## config.mk

```make
export PLATFORM = sky130hd
export DESIGN_NAME = seg_display_mux
export DESIGN_NICKNAME = d
export VERILOG_FILES = /design/src/rtl/seg_display_mux_pkg.sv /design/src/rtl/seg_display_mux_hex_to_seg7.sv /design/src/rtl/seg_display_mux.sv
export SDC_FILE = /design/constraint.sdc
export NUM_CORES = 1
export LEC_CHECK = 0
export ABC_CLOCK_PERIOD_IN_PS = 4700
export CAP_MARGIN = 10
export CORE_ASPECT_RATIO = 1.4
export CORE_UTILIZATION = 57
export CTS_CLUSTER_DIAMETER = 40
export DETAILED_ROUTE_END_ITERATION = 10
export PLACE_DENSITY_LB_ADDON = 0.1
export SYNTH_ARGS = -nofsm -noshare
export SYNTH_HDL_FRONTEND = slang
export SYNTH_SLANG_ARGS = --single-unit
```

## constraint.sdc

```tcl
create_clock -name clk -period 4.7 [get_ports clk]
set_input_delay 0.94 -clock clk [delete_from_list [all_inputs] [get_ports clk]]
set_output_delay 0.94 -clock clk [all_outputs]
set_load 0.05 [all_outputs]
```

## src/rtl/seg_display_mux_pkg.sv

```systemverilog
// Shared display constants for the seven-segment path: active-low segment
// patterns in {g,f,e,d,c,b,a} order, blank levels and the default digit count.
// The sequence stage imports the same package, so both sides agree on these values.
package seg_display_mux_pkg;

  localparam int NUM_DIGITS_DEF = 8;

  localparam logic [6:0] SEG_0 = 7'h40;
  localparam logic [6:0] SEG_1 = 7'h79;
  localparam logic [6:0] SEG_2 = 7'h24;
  localparam logic [6:0] SEG_3 = 7'h30;
  localparam logic [6:0] SEG_4 = 7'h19;
  localparam logic [6:0] SEG_5 = 7'h12;
  localparam logic [6:0] SEG_6 = 7'h02;
  localparam logic [6:0] SEG_7 = 7'h78;
  localparam logic [6:0] SEG_8 = 7'h00;
  localparam logic [6:0] SEG_9 = 7'h10;
  localparam logic [6:0] SEG_A = 7'h08;
  localparam logic [6:0] SEG_B = 7'h03;
  localparam logic [6:0] SEG_C = 7'h46;
  localparam logic [6:0] SEG_D = 7'h21;
  localparam logic [6:0] SEG_E = 7'h06;
  localparam logic [6:0] SEG_F = 7'h0E;

  localparam logic [6:0] SEG_BLANK = 7'h7F;
  localparam logic [7:0] AN_OFF    = 8'hFF;

endpackage

```

## src/rtl/seg_display_mux_hex_to_seg7.sv

```systemverilog
// Combinational nibble to seven-segment decoder (active-low, {g,f,e,d,c,b,a}).
module hex_to_seg7
  import seg_display_mux_pkg::*;
(
  input  logic [3:0] nibble,
  output logic [6:0] seg
);

  // Plain lookup from the hex digit to its segment pattern.
  always_comb begin
    seg = SEG_BLANK;
    unique case (nibble)
      4'h0: seg = SEG_0;
      4'h1: seg = SEG_1;
      4'h2: seg = SEG_2;
      4'h3: seg = SEG_3;
      4'h4: seg = SEG_4;
      4'h5: seg = SEG_5;
      4'h6: seg = SEG_6;
      4'h7: seg = SEG_7;
      4'h8: seg = SEG_8;
      4'h9: seg = SEG_9;
      4'hA: seg = SEG_A;
      4'hB: seg = SEG_B;
      4'hC: seg = SEG_C;
      4'hD: seg = SEG_D;
      4'hE: seg = SEG_E;
      4'hF: seg = SEG_F;
    endcase
  end

endmodule

```

## src/rtl/seg_display_mux.sv

```systemverilog
// Seven-segment display multiplexer. A pending buffer accepts a new hex value
// through a load handshake. That value moves into the active buffer only on the
// frame-boundary tick, so a frame never shows a mix of old and new digits. Each
// pxl_clk tick registers the anode/segment/dp drive for the digit named by seq_sel.
module seg_display_mux
  import seg_display_mux_pkg::*;
#(
  parameter int NUM_DIGITS = NUM_DIGITS_DEF,
  parameter int SEL_W      = 3,
  parameter bit BLANK_LZ   = 1'b1
) (
  input  logic                    clk,
  input  logic                    reset,
  input  logic                    pxl_clk,
  input  logic [SEL_W-1:0]        seq_sel,
  input  logic                    load_req,
  input  logic [4*NUM_DIGITS-1:0] load_data,
  input  logic [NUM_DIGITS-1:0]   dp_in,
  output logic                    load_busy,
  output logic                    frame_done,
  output logic [NUM_DIGITS-1:0]   an,
  output logic [6:0]              seg,
  output logic                    dp
);

  localparam int DATA_W = 4 * NUM_DIGITS;

  logic [DATA_W-1:0]     active;
  logic [DATA_W-1:0]     pend;
  logic [31:0]           sel_ext;
  logic                  in_range;
  logic                  boundary;
  logic                  swap;
  logic                  accept;
  logic [3:0]            nibble;
  logic                  dp_bit;
  logic [NUM_DIGITS-1:0] onehot;
  logic [NUM_DIGITS-1:0] lead_zero;
  logic                  lz_hit;
  logic                  blank;
  logic [6:0]            seg_raw;

  assign sel_ext  = 32'(seq_sel);
  assign in_range = (sel_ext < 32'(NUM_DIGITS));
  assign boundary = pxl_clk & (sel_ext == 32'(NUM_DIGITS - 1));
  assign swap     = boundary & load_busy;
  // A load is accepted when the pending slot is free, or when the slot is
  // being emptied into active on this same boundary tick.
  assign accept   = load_req & (~load_busy | boundary);

  // Mark each digit whose own nibble and every more-significant nibble are zero.
  always_comb begin
    logic run;
    run       = 1'b1;
    lead_zero = '0;
    for (int k = NUM_DIGITS - 1; k >= 0; k--) begin
      run          = run & (active[4*k +: 4] == 4'h0);
      lead_zero[k] = run;
    end
  end

  // Pick the nibble, dp bit and anode for the selected digit. Out-of-range
  // selects match no digit and fall through to the blank case.
  always_comb begin
    nibble = 4'h0;
    dp_bit = 1'b0;
    onehot = '0;
    lz_hit = 1'b0;
    for (int k = 0; k < NUM_DIGITS; k++) begin
      if (sel_ext == 32'(k)) begin
        nibble    = active[4*k +: 4];
        dp_bit    = dp_in[k];
        onehot[k] = 1'b1;
        lz_hit    = (k != 0) && lead_zero[k];
      end
    end
  end

  assign blank = ~in_range | (BLANK_LZ & lz_hit);

  hex_to_seg7 u_hex_to_seg7 (
    .nibble (nibble),
    .seg    (seg_raw)
  );

  // Double buffer: load into pend, then hand pend to active at the frame boundary.
  always_ff @(posedge clk or negedge reset) begin
    if (!reset) begin
      active    <= '0;
      pend      <= '0;
      load_busy <= 1'b0;
    end else begin
      if (swap) begin
        active <= pend;
      end
      if (accept) begin
        pend      <= load_data;
        load_busy <= 1'b1;
      end else if (swap) begin
        load_busy <= 1'b0;
      end
    end
  end

  // One-clock pulse marking the tick that showed the last digit of a frame.
  always_ff @(posedge clk or negedge reset) begin
    if (!reset) begin
      frame_done <= 1'b0;
    end else begin
      frame_done <= boundary;
    end
  end

  // Output drive registers update only on a digit tick and hold otherwise.
  always_ff @(posedge clk or negedge reset) begin
    if (!reset) begin
      an  <= '1;
      seg <= SEG_BLANK;
      dp  <= 1'b1;
    end else if (pxl_clk) begin
      if (blank) begin
        an  <= '1;
        seg <= SEG_BLANK;
        dp  <= 1'b1;
      end else begin
        an  <= ~onehot;
        seg <= seg_raw;
        dp  <= ~dp_bit;
      end
    end
  end

endmodule
```

Word level (Yosys, flattened, before mapping)
Memories as Yosys holds them, arrays and structs flattened.
Index checks and enable logic that the tools add are counted.
{ "totals": {"mem_bits_ro": 112, "output_inout_bits": 18, "n_memories": 1, "wordCells": 76, "input_bits": 47, "reg_bits": 82} }
{ "memory_table": {"columns": ["name", "words", "word_bits", "rd", "rd_ports_with_merged_regs", "write_ports", "line_no", "text"], "rows": [
  ["(no name shown)", 16, 7, 1, 0, 0, "seg_display_mux_hex_to_seg7.sv:12", "unique case (nibble)"]
]} }
{ "classes": {"n_reduce_logical": 9, "eq_ne": 7, "mux": 36, "bitwise": 15, "order_cmp": 1} }
{ "ops": {"columns": ["op", "count"], "rows": [
  ["32-bit logical NOT", 1],
  ["4-bit two-way mux", 8],
  ["4-bit logical NOT", 7],
  ["1-bit two-way mux", 26],
  ["3-bit equality test, second input constant", 4],
  ["1-bit AND", 9],
  ["8-bit two-way mux", 1],
  ["8-bit inverter", 1],
  ["7-bit two-way mux", 1],
  ["3-bit by 2-bit equality test with 1-bit output, second input constant", 2],
  ["3-bit by 4-bit < comparator with 1-bit output, second input constant", 1],
  ["3-bit by 1-bit equality test with 1-bit output, second input constant", 1],
  ["1-bit inverter", 3],
  ["1-bit OR", 2],
  ["2-bit nonzero test", 1]
]} }

Logic depth before layout (Yosys ltp)
{ "depth": {"ltp_word": 16, "depth_mapped": 11, "ltp_nobuf": 9} }

Modules after synthesis
From an unflattened synthesis, not the netlist that was laid out.
{ "hier_totals": {"hier_cells": 312, "hier_area_um2": 4125.2} }
{ "modules_own_cells": {"columns": ["mod", "seq_area_each_um2", "area_each_um2", "cells_per_inst", "n_inst"], "rows": [
  ["seg_display_mux", 2072.0, 3849.9, 280, 1],
  ["hex_to_seg7", 0.0, 275.3, 32, 1]
]} }

Least setup slack after synthesis
No wires, ideal clock.
{ "synth_path": {"path_kind": "input to register", "startpoint": "input seq_sel[0]", "endpoint": "register seg[3]", "n_path_buf": 1, "required_ns": 4.620, "path_slack_ns": 2.006, "setup_ns": 0.080, "path_stages": 9, "t_arrival_ns": 2.613, "path_cell_list": "buf_6 -> mux4_2 -> or2_0 -> o221ai_2 -> inv_1 -> ha_1 -> mux2_2 -> a21oi_1 -> a21oi_1"} }
{ "synth_via": {"elab_chain_cells": 11, "word_cells_on_any_way": 28, "cone_classes": "order compare: 1; eq/ne: 7; mux: 16; bitwise: 2; reduce/logical: 1; memory: 1"} }
{ "synth_rtl": {"columns": ["element", "line_no", "text"], "rows": [
  ["start: declaration", "seg_display_mux.sv:15", "input logic [SEL_W-1:0] seq_sel,"],
  ["32-bit logical NOT", "seg_display_mux.sv:70", "if (sel_ext == 32'(k)) begin"],
  ["4-bit two-way mux (8 in series)", "seg_display_mux.sv:70", null],
  ["memory 16 x 7 bit", null, null],
  ["7-bit two-way mux *", "seg_display_mux.sv:121", "if (blank) begin"],
  ["end signal: assignment", "seg_display_mux.sv:127", "seg <= seg_raw;"],
  ["end: declaration", "seg_display_mux.sv:22", "output logic [6:0] seg,"]
]} }
Every way passes the cells marked *; elsewhere a longest branch is shown, timed or not.
A chain may end at the register's enable or synchronous reset.

Worst setup path after layout
Ends and elaborated chain as after synthesis.

==> impl_metrics.tcl <==
set metrics [dict create \
    status "complete, but fails checks" \
    violations "design-rule violations" \
    synth_cell_type_count 45 \
    max-slew-margin-rel_pct 34.4 \
    timing.final.crit_share_pct 69.8 \
    drcViolationCount 4 \
    cts.sinks 82 \
    fin_ws_ps 1420 \
    fp.dieW_um 71.2 \
    crit_type "in -> reg" \
    rsz0062_at_grt "no" \
    firstDrtPassIters 7 \
    grt_overflow_total 0 \
    clock_path_buffers 2 \
    numPortBuffers 64 \
    syn_avg_cell_area_um2 13.1 \
    synthCells 292 \
    final_area_mm2 0.00469 \
    area_delta_synth_final_pct 22.7 \
    synth_seq_area_share_pct 54.2 \
    htree_levels 3 \
    wl_um 7260 \
    dp_cells 415 \
    hold_viol 0 \
    fin_worst_hold_slack_ps 491 \
    crit_top_cell "nand2_1" \
    ys_warn_count 0 \
    start_util_pct 60.3 \
    vias 2519 \
    grt_pass1_vias 2612 \
    fin_tns_setup_ps 0 \
    postSynth.asyncResetShare_pct 100 \
    required_ps 4980 \
    post-cts-setup-buffers 0 \
    grt_pass1_wl_um 12400 \
    postRouteAntennaNets 0 \
    cts_made_buffers 9 \
    core_mm2 0.00634 \
    maxCapViolCount 0 \
    synth_edf_count 0 \
    cts_hold_buf 0 \
    rows 34 \
    final_util_pct 74.0 \
    cp_slowest_stage_delay_ps 810 \
    hold_path_class "reg -> reg" \
    fin_cells 431 \
    crit_path_start_kind "primary input" \
    path_cells "clkdlybuf4s50_1 > buf_4 > mux4_2 > nand2_1 > nand2_1 > inv_1 > ha_1 > a211o_1 > a21oi_1" \
    synth_area_mm2 0.00382 \
    power_density_mw_per_mm2 520 \
    antenna_found_initial 0 \
    crit_fanout 13 \
    via_per_inst 5.84 \
    grt_max_degree 83 \
    endpoint_kind "flop" \
    tightestPinTransition_ps 984 \
    layout.nets 405 \
    postPlaceCellArea_mm2 0.00447 \
    report.final.slew_viol_count 0 \
    drt-initial-drc-count 115 \
    wl_per_cell_um 16.8 \
    synth.net_count 343 \
    die_area_mm2 0.00704 \
    leakage_nw 1.95 \
    slowest_stage "clkdlybuf4s50_1" \
    cts-root-buf "clkbuf_8" \
    die_y_um 98.9 \
    period_minus_slack_ps 3280 \
    peakVddDrop_uv 345 \
    drive_gt1_share_pct 32.0 \
    insertion_delay_ps 350 \
    cts-resized-gates 0 \
    gp_congestion 0.896 \
    setup_viol 0 \
    fmax_ghz 0.305 \
    clk_pin_slew_ps 80 \
    total_power_mw 2.44 \
    cts_tree "done" \
    critPathArrivalTime_ps 3560 \
    io_pins 65 \
    grt_usage_pct 23.1 \
    insertedDiodeCount 0 \
    pre_cts_ws_ps 1070 \
    finalClockSkew_ps 4.82 \
    synth_seq_cells 82 \
    dpl.hpwl_um 5150 \
    yosys_most_used_dff "dfrtp_1" \
]
logic make-up after synthesis:
kind of cell	after synthesis	share of synthesized area (%)
flip-flops	82	54.2
multiplexers	79	24.6
AND/OR/NAND/NOR	60	8.02
AO/OA/AOI/OAI	45	8.31
buffers and inverters	22	3.53
adder cells (fa/ha/maj)	4	1.31
sequential cells by signal, indices dropped and copies added (netlist names):
name and count:
active 32, an 8, dp 1, frame_done 1
load_busy 1, pend 32, seg 7
synth_stat cells (all sizes together) (3+ instances only):
library cell   n  area share, %
o211ai         3           0.72
nor4           4           0.65
buf           14            2.7
mux4           5            3.0
nor2b          5            1.0
nand2         11            1.1
nor2          24            2.4
a21oi         19            2.5
or4            3           0.59
dfstp         16             11
mux2i          6            1.6
mux2          68             20
inv            5           0.49
ha             4            1.3
o21ai          7            1.0
nand2b         3           0.49
dfrtp         66             43
clkbuf         3           0.29
and2           3           0.56
where the power goes:
group          leakage, nW  total (mW)  switching, mW  internal (mW)
clock network        0.106       0.569          0.266          0.303
registers            0.956        1.13          0.167          0.963
logic                0.891       0.740          0.361          0.379
worst max-delay path: cells and delay by family:
kind | cells | cell delay, ps
buf+inv | 3 | 1240
mux | 1 | 510
compound gates | 2 | 380
fa+ha+maj | 1 | 250
simple gates | 2 | 230
final cells by class:
class                   count  area [µm²]
clock buffers               9         124
clock inverters             7         101
fillers                   453        1650
inverters                   5        18.8
multi-input cells         188        1620
flip-flops and latches     82        2070
well taps                  72        90.1
repair buffers             68         668
placed cells by master, fill, tap and decap left out, drive strengths merged, types with 2 or more instances in the layout:
cell            n
mux2           68
dfrtp          66
clkdlybuf4s50  63
nor2           24
a21oi          19
dfstp          16
nand2          11
clkbuf          9
o21ai           7
mux2i           6
inv             6
buf             5
mux4            5
nor2b           5
nor4            4
ha              4
or4             3
nand2b          3
and2            3
o211ai          3
nand3           2
nand3b          2
o21a            2
a221oi          2
a31oi           2
a211o           2
bufinv          2
clkinvlp        2
clkinv          2
worst paths after layout:
path,slack [ps],startpoint,to,cells after the start
max,1420,seq_sel[0],seg[3]$_DFFE_PN1P_,9
max in group asynchronous,3330,reset,active[20]$_DFFE_PN0P_,1
max reg2reg,2510,active[12]$_DFFE_PN0P_,an[3]$_DFFE_PN1P_,5
min,490,seg[5]$_DFFE_PN1P_,seg[5]$_DFFE_PN1P_,2
min reg2reg,490,seg[5]$_DFFE_PN1P_,seg[5]$_DFFE_PN1P_,2
min in group asynchronous,730,reset,active[6]$_DFFE_PN0P_,1
routing by layer:
layer / routed length [µm] / GRT usage, % / up-vias / share of wire (%)
met4: 138 / 9.08 / 0 / 1.9
met2: 3760 / 38.5 / 60 / 52
met1: 3120 / 28.5 / 1268 / 43
met3: 244 / 6.13 / 14 / 3.4
li1: - / - / 1177 / -
met5: 0 / 0 / - / 0
Note: power is estimated with default switching activity, not from simulation.
